**src/rtl/prog_clock_divider_pkg.sv**
```systemverilog
// Shared constants and helpers for the programmable clock divider.
// Optional feature macro: PROG_CLOCK_DIVIDER_SYNC_EN (adds a global sync input on the top).
package prog_clock_divider_pkg;

  // Divisor loaded into every channel on reset unless overridden.
  localparam int unsigned DefaultDiv = 50_000_000;

  // Largest supported channel count.
  localparam int unsigned MaxNumCh = 16;

  // Width of the channel-select field; at least one bit even for a single channel.
  function automatic int unsigned ch_width(input int unsigned num_ch);
    return (num_ch <= 1) ? 1 : $clog2(num_ch);
  endfunction

endpackage

```
**src/rtl/clkdiv_channel.sv**
```systemverilog
// One divider channel: counter, active and pending divisor, div_clk toggle and tick pulse.
// A pending divisor is swapped in only at a wrap so no half-period is ever truncated.
module clkdiv_channel #(
  parameter int unsigned WIDTH       = 32,
  parameter int unsigned DEFAULT_DIV = 50_000_000
) (
  input  logic             clk_i,
  input  logic             rst_ni,
  input  logic             sync_i,
  input  logic             we_i,
  input  logic [WIDTH-1:0] div_i,
  output logic             pending_o,
  output logic             div_clk_o,
  output logic             tick_o
);

  logic [WIDTH-1:0] cnt_q, cnt_d;
  logic [WIDTH-1:0] act_div_q, act_div_d;
  logic [WIDTH-1:0] pend_div_q, pend_div_d;
  logic             pend_q, pend_d;
  logic             div_clk_q, div_clk_d;
  logic             tick_q, tick_d;
  logic             wrap;

  // Next-state: sync beats wrap; a disabled channel loads a pending divisor right away.
  always_comb begin
    cnt_d      = cnt_q;
    act_div_d  = act_div_q;
    pend_div_d = pend_div_q;
    pend_d     = pend_q;
    div_clk_d  = div_clk_q;
    tick_d     = 1'b0;
    // >= rather than == keeps the counter bounded by D-1 even if state were ever corrupted.
    wrap       = (act_div_q != '0) && (cnt_q >= act_div_q - WIDTH'(1));

    if (sync_i) begin
      cnt_d     = '0;
      div_clk_d = 1'b0;
      if (pend_q) begin
        act_div_d = pend_div_q;
        pend_d    = 1'b0;
      end
    end else if (act_div_q == '0) begin
      cnt_d     = '0;
      div_clk_d = 1'b0;
      if (pend_q) begin
        act_div_d = pend_div_q;
        pend_d    = 1'b0;
      end
    end else if (wrap) begin
      cnt_d = '0;
      if (pend_q) begin
        act_div_d = pend_div_q;
        pend_d    = 1'b0;
      end
      if (pend_q && (pend_div_q == '0)) begin
        // Switching to disabled: park the output low instead of toggling.
        div_clk_d = 1'b0;
      end else begin
        div_clk_d = ~div_clk_q;
        tick_d    = 1'b1;
      end
    end else begin
      cnt_d = cnt_q + WIDTH'(1);
    end

    // Accept only happens while nothing is pending, so it never races the load above.
    if (we_i) begin
      pend_div_d = div_i;
      pend_d     = 1'b1;
    end
  end

  // State registers with asynchronous active-low reset.
  always_ff @(posedge clk_i or negedge rst_ni) begin
    if (!rst_ni) begin
      cnt_q      <= '0;
      act_div_q  <= WIDTH'(DEFAULT_DIV);
      pend_div_q <= '0;
      pend_q     <= 1'b0;
      div_clk_q  <= 1'b0;
      tick_q     <= 1'b0;
    end else begin
      cnt_q      <= cnt_d;
      act_div_q  <= act_div_d;
      pend_div_q <= pend_div_d;
      pend_q     <= pend_d;
      div_clk_q  <= div_clk_d;
      tick_q     <= tick_d;
    end
  end

  assign pending_o = pend_q;
  assign div_clk_o = div_clk_q;
  assign tick_o    = tick_q;

endmodule

```
**src/rtl/prog_clock_divider.sv**
```systemverilog
// Multi-channel programmable clock divider: cfg decode, cfg_ready mux and channel array.
// Optional feature macro: PROG_CLOCK_DIVIDER_SYNC_EN adds input `sync`, which realigns
// every channel to phase zero on the following cycle.
module prog_clock_divider
  import prog_clock_divider_pkg::*;
#(
  parameter int unsigned NUM_CH      = 4,
  parameter int unsigned WIDTH       = 32,
  parameter int unsigned DEFAULT_DIV = DefaultDiv,
  localparam int unsigned CH_W       = ch_width(NUM_CH)
) (
  input  logic              clk,
  input  logic              rst_n,
`ifdef PROG_CLOCK_DIVIDER_SYNC_EN
  input  logic              sync,
`endif
  input  logic              cfg_valid,
  input  logic [CH_W-1:0]   cfg_ch,
  input  logic [WIDTH-1:0]  cfg_div,
  output logic              cfg_ready,
  output logic [NUM_CH-1:0] cfg_pending,
  output logic [NUM_CH-1:0] div_clk,
  output logic [NUM_CH-1:0] tick
);

  if ((NUM_CH < 1) || (NUM_CH > MaxNumCh)) begin : g_num_ch_check
    $error("prog_clock_divider: NUM_CH out of range");
  end

  logic [NUM_CH-1:0] cfg_we;
  logic              sync_int;

`ifdef PROG_CLOCK_DIVIDER_SYNC_EN
  assign sync_int = sync;
`else
  assign sync_int = 1'b0;
`endif

  // Channel select: out-of-range indices read as ready and write nowhere.
  always_comb begin
    cfg_ready = 1'b1;
    cfg_we    = '0;
    for (int i = 0; i < NUM_CH; i++) begin
      if (cfg_ch == CH_W'(i)) begin
        cfg_ready = ~cfg_pending[i];
        cfg_we[i] = cfg_valid & ~cfg_pending[i];
      end
    end
  end

  for (genvar g = 0; g < NUM_CH; g++) begin : g_ch
    clkdiv_channel #(
      .WIDTH       (WIDTH),
      .DEFAULT_DIV (DEFAULT_DIV)
    ) u_ch (
      .clk_i     (clk),
      .rst_ni    (rst_n),
      .sync_i    (sync_int),
      .we_i      (cfg_we[g]),
      .div_i     (cfg_div),
      .pending_o (cfg_pending[g]),
      .div_clk_o (div_clk[g]),
      .tick_o    (tick[g])
    );
  end

endmodule

```
**config.mk**
```make
export PLATFORM = sky130hd
export DESIGN_NAME = prog_clock_divider
export DESIGN_NICKNAME = d
export VERILOG_FILES = /design/src/rtl/prog_clock_divider_pkg.sv /design/src/rtl/clkdiv_channel.sv /design/src/rtl/prog_clock_divider.sv
export SDC_FILE = /design/constraint.sdc
export NUM_CORES = 1
export LEC_CHECK = 0
export ABC_AREA = 0
export CAP_MARGIN = 10
export CELL_PAD_IN_SITES_DETAIL_PLACEMENT = 1
export CELL_PAD_IN_SITES_GLOBAL_PLACEMENT = 1
export CORE_AREA = 4 4 158 313
export DETAILED_ROUTE_END_ITERATION = 12
export DIE_AREA = 0 0 162 317
export HOLD_SLACK_MARGIN = 0.1
export PLACE_DENSITY_LB_ADDON = 0.1
export SLEW_MARGIN = 20
export SYNTH_ARGS = -nofsm -noshare
export SYNTH_HDL_FRONTEND = slang
export SYNTH_SLANG_ARGS = --single-unit
```
**constraint.sdc**
```tcl
create_clock -name clk -period 4.7 [get_ports clk]
set_input_delay 0.94 -clock clk [delete_from_list [all_inputs] [get_ports clk]]
set_output_delay 0.94 -clock clk [all_outputs]
set_load 0.02 [all_outputs]
```
==> results of run 1 <==
==> cells in the final DEF, fill, tap and decap left out, drive strengths merged, types with 3 or more instances in the layout <==
cell type        n
a2111oi          3
a21o             6
a21oi           58
a22oi            3
and2             7
and3            25
and4             6
buf             73
bufinv           3
clkbuf          63
clkdlybuf4s50   48
clkinv           7
clkinvlp         4
dfrtp          348
dfstp           48
ha             140
inv             37
mux2           256
nand2           95
nand2b          10
nand3           73
nand4           58
nor2           221
nor3            71
nor3b            3
nor4            56
nor4b            6
o21a            11
o21ai           24
o31ai            4
or2              9
or3             24
or4             20
xnor2          142
xor2            92
==> cells by family (layout without fill, tap and decap cells) <==
group / Yosys count / after routing / synth area share (%)
compound gates: 123 / 123 / 3.44
fa+ha+maj: 140 / 140 / 8.18
simple gates: 693 / 693 / 16.2
xor+xnor: 234 / 234 / 9.57
mux: 257 / 257 / 14.1
flops: 396 / 396 / 46.6
buf+inv: 93 / 235 / 2.00
==> worst max-delay path by stage <==
stage                                       endpoint  slack, ns  depth (start not counted)
after floorplan           g_ch[0].u_ch.act_div_q[10]       0.03                         16
after global placement        g_ch[1].u_ch.cnt_q[23]      -0.30                         13
after detailed placement       g_ch[1].u_ch.cnt_q[2]      -0.41                         12
after CTS                 g_ch[0].u_ch.act_div_q[26]      0.008                         17
after global routing      g_ch[0].u_ch.act_div_q[29]      -0.10                         16
final                      g_ch[1].u_ch.act_div_q[8]     -0.003                         17
==> power groups by stage <==
stage          clock network, mW  logic (mW)  registers, mW
3_3_place_gp                   0        4.70           5.77
5_1_grt                     3.51        5.70           5.93
4_1_cts                     3.37        4.96           5.77
2_1_floorplan                  0        3.62           5.27
3_5_place_dp                   0        4.88           5.81
6_report                    3.28        5.04           5.78
==> worst max-delay path, cell delays in order, from the launching register on <==
cell and delay (ns):
dfrtp_1 0.39, or4_4 0.54, or4_4 0.43, or2_4 0.26, or2_4 0.25, or3_4 0.33
or3_4 0.38, xor2_2 0.16, ha_4 0.16, a21oi_2 0.11, o21ai_1 0.07, a221o_1 0.37
nor3_4 0.22, o31ai_4 0.14, o21ai_4 0.18, buf_12 0.16, clkbuf_16 0.15, mux2_4 0.29
==> area by class of cell <==
class / instances / area [sq um] / share of cell area [%]
Sequential cell: 396 / 9970 / 39.9
Clock buffer: 56 / 1140 / 4.57
Inverter: 35 / 131 / 0.526
Multi-Input combinational cell: 1447 / 11400 / 45.6
Timing Repair Buffer: 128 / 1350 / 5.41
Tap cell: 632 / 791 / 3.17
Clock inverter: 16 / 188 / 0.752
==> sequential cells by signal (all words and copies together), names as in the netlist <==
signal / flops
g_ch.u_ch.act_div_q: 128
g_ch.u_ch.cnt_q: 128
g_ch.u_ch.div_clk_o: 4
g_ch.u_ch.pend_div_q: 128
g_ch.u_ch.pending_o: 4
g_ch.u_ch.tick_o: 4
==> through the flow <==
step           setup slack [ns]  TNS [ns]  cell area, sq um  total power, mW
4_1_cts                 0.00826         0             24400             14.1
6_report               -0.00310  -0.00310             25000             14.1
3_5_place_dp             -0.405    -32.61             23000             10.7
3_3_place_gp             -0.296    -15.83             23000             10.5
5_1_grt                  -0.101     -4.02             25000             15.1
2_1_floorplan            0.0276         0             21400             8.88
==> metal layers <==
| layer | up-vias | track usage [%] |
|---|---|---|
| met3 | 68 | 2.15 |
| met5 | - | 0 |
| met1 | 7617 | 28.2 |
| met4 | 0 | 4.68 |
| li1 | 7113 | - |
| met2 | 159 | 39.7 |
==> what timing repair did <==
action	in CTS	in global routing
resized for setup	13	67
buffers inserted	1	6
setup endpoints to repair	164	226
cloned	0	9
pin swaps	3	20
==> summary.md, run 1 <==
| Metric | Value |
|---|---|
| Switching share of total power | 36.3% |
| Clock sink count | 396 |
| Primary FF master, synth | dfrtp_1 |
| Overall via count from detail_route | 15000 |
| EDFF count, synth | 0 |
| Post-Route Utilization | 52.9% |
| WP data arrival | 5.13 ns |
| Post-route ant nets | 0 |
| Slew HR | 43.4% |
| Die ar. | 51400 sq um |
| Wirelength per Cell | 20.9 microns |
| Synth top area share | 40.7% |
| Routed wl met3 | 1.49 mm |
| Die Ht | 317 microns |
| Port-buffer cells | 49 |
| Post-detail-place hpwl | 40.8 mm |
| Worst Hold Class | input pin to asynchronous set/reset pin |
| Number of global-route vias before repair | 15700 |
| Clk pin slew, worst setup/hold paths | 0.06 ns |
| Placed Cells | 2622 |
| Status | finished with violations |
| Pint | 8.98 mW |
| TritonCTS Buffers | 39 |
| # Max-Cap Violations | 0 |
| H-tree levels | 2 |
| Critical Path Start | g_ch[1].u_ch.act_div_q[9] |
| Met1 wire length | 24.4 mm |
| VDD IR max | 0.417 mV |
| Ports | 50 |
| Tcrit/Tclk final | 100% |
| Startpoint types | register |
| Highest metal used | met4 |
| Overflow after GRT | 0 |
| P&R area growth vs syn | 16.6% |
| Slew Limit Fails | 0 |
| Crit end category | register |
| Syn Inst Count | 1936 |
| Worst Skew | 0.0243 ns |
| Nets | 2224 |
| Setup-failing EPs final | 1 |
| GRT Overall Usage | 21.8% |
| Starting Density | 45.3% |
| Routed wl met2 | 29.6 mm |
| First-pass GRT wire length | 89.4 mm |
| Syn nets | 2113 |
| Netlist cell types | 58 |
| WS Path Type | register to register |
| Post-synth ARST share | 100% |
| Flops & latches, synth | 396 |
| Worst R2R End | g_ch[1].u_ch.act_div_q[8] |
| Clock power frac | 23.3% |
| DRT iter0 DRCs | 726 |
| Failing checks | setup timing |
| Number of inserted diodes | 0 |
| Sequential fraction of the synthesis area | 46.6% |
| R2R Setup Slk | -0.003 ns |
| Die Span X | 162 microns |
| Max Root-Sink Buffers | 3 |
| Top cells by area, synth | dfrtp_1 41%, mux2_2 11%, ha_1 8.2% |
| Setup slack after layout | -0.00310 ns |
| Reg2reg start | g_ch[1].u_ch.act_div_q[9] |
| Hold_buf cts | 0 |
| Antenna violations before repair | 2 |
| Peak Freq | 213 MHz |
| CTS Root Cell | clkbuf_16 |
| Layout cells sized above 1 | 24.4% |
| GPL Wtd Cong | 0.784 |
| Share of power burned in registers | 41.0% |
| Worst Path Required | 5.13 ns |
| Post-Layout Cell Count | 2710 |
| LEAKAGE | 11.1 nW |
| Row count | 113 |
| Max FO, Critical Path | 6 |
| Fillcell total | 5099 |
| Synth Area per Inst | 11.1 sq um |
| Yosys top cell by area | dfrtp_1 |
| Tightest Pin Transition | 0.849 ns |
| Final WL | 56.7 mm |
| Latest clock arrival within the worst-skew pair | 0.56 ns |
| Synth warnings | 0 |
| DRC violations left | 0 |
| First drt pass iteration count | 4 |
| Minimum clock period | 4.70 ns |
| Final Hold Viols | 0 |
| Most numerous cell in the Yosys netlist | dfrtp_1 |
| Core ar. | 47200 sq um |
| Combinational group share of total power | 35.7% |
| Synth Cell Area | 21400 sq um |
| RSZ-0062 raised after global routing | true |
| Via-per-instance ratio | 5.52 |
| PwrDens | 565 nW/um^2 |
| Switch Pwr | 5.11 mW |
| Commonest cells post-synth | 348 x dfrtp_1, 221 x nor2_1, 211 x mux2_2 |
| CTS tree | built |
| Minimum hold slack | 0.379 ns |
| Worst Reg-to-Reg Cells | 17 |
| Largest net degree at the start of global routing | 93 |
No activity file was read; power rests on OpenSTA's default activity.
==> inputs of run 2 (changes only) <==
--- a/config.mk
+++ b/config.mk
@@ -5,7 +5,6 @@
 export SDC_FILE = /design/constraint.sdc
 export NUM_CORES = 1
 export LEC_CHECK = 0
-export ABC_AREA = 0
 export CAP_MARGIN = 10
 export CELL_PAD_IN_SITES_DETAIL_PLACEMENT = 1
 export CELL_PAD_IN_SITES_GLOBAL_PLACEMENT = 1
@@ -14,7 +13,7 @@
 export DIE_AREA = 0 0 162 317
 export HOLD_SLACK_MARGIN = 0.1
 export PLACE_DENSITY_LB_ADDON = 0.1
-export SLEW_MARGIN = 20
+export SLEW_MARGIN = 25
 export SYNTH_ARGS = -nofsm -noshare
 export SYNTH_HDL_FRONTEND = slang
 export SYNTH_SLANG_ARGS = --single-unit
==> results of run 2 <==
Final layout, timing and power as in run 1 (identical DEF).
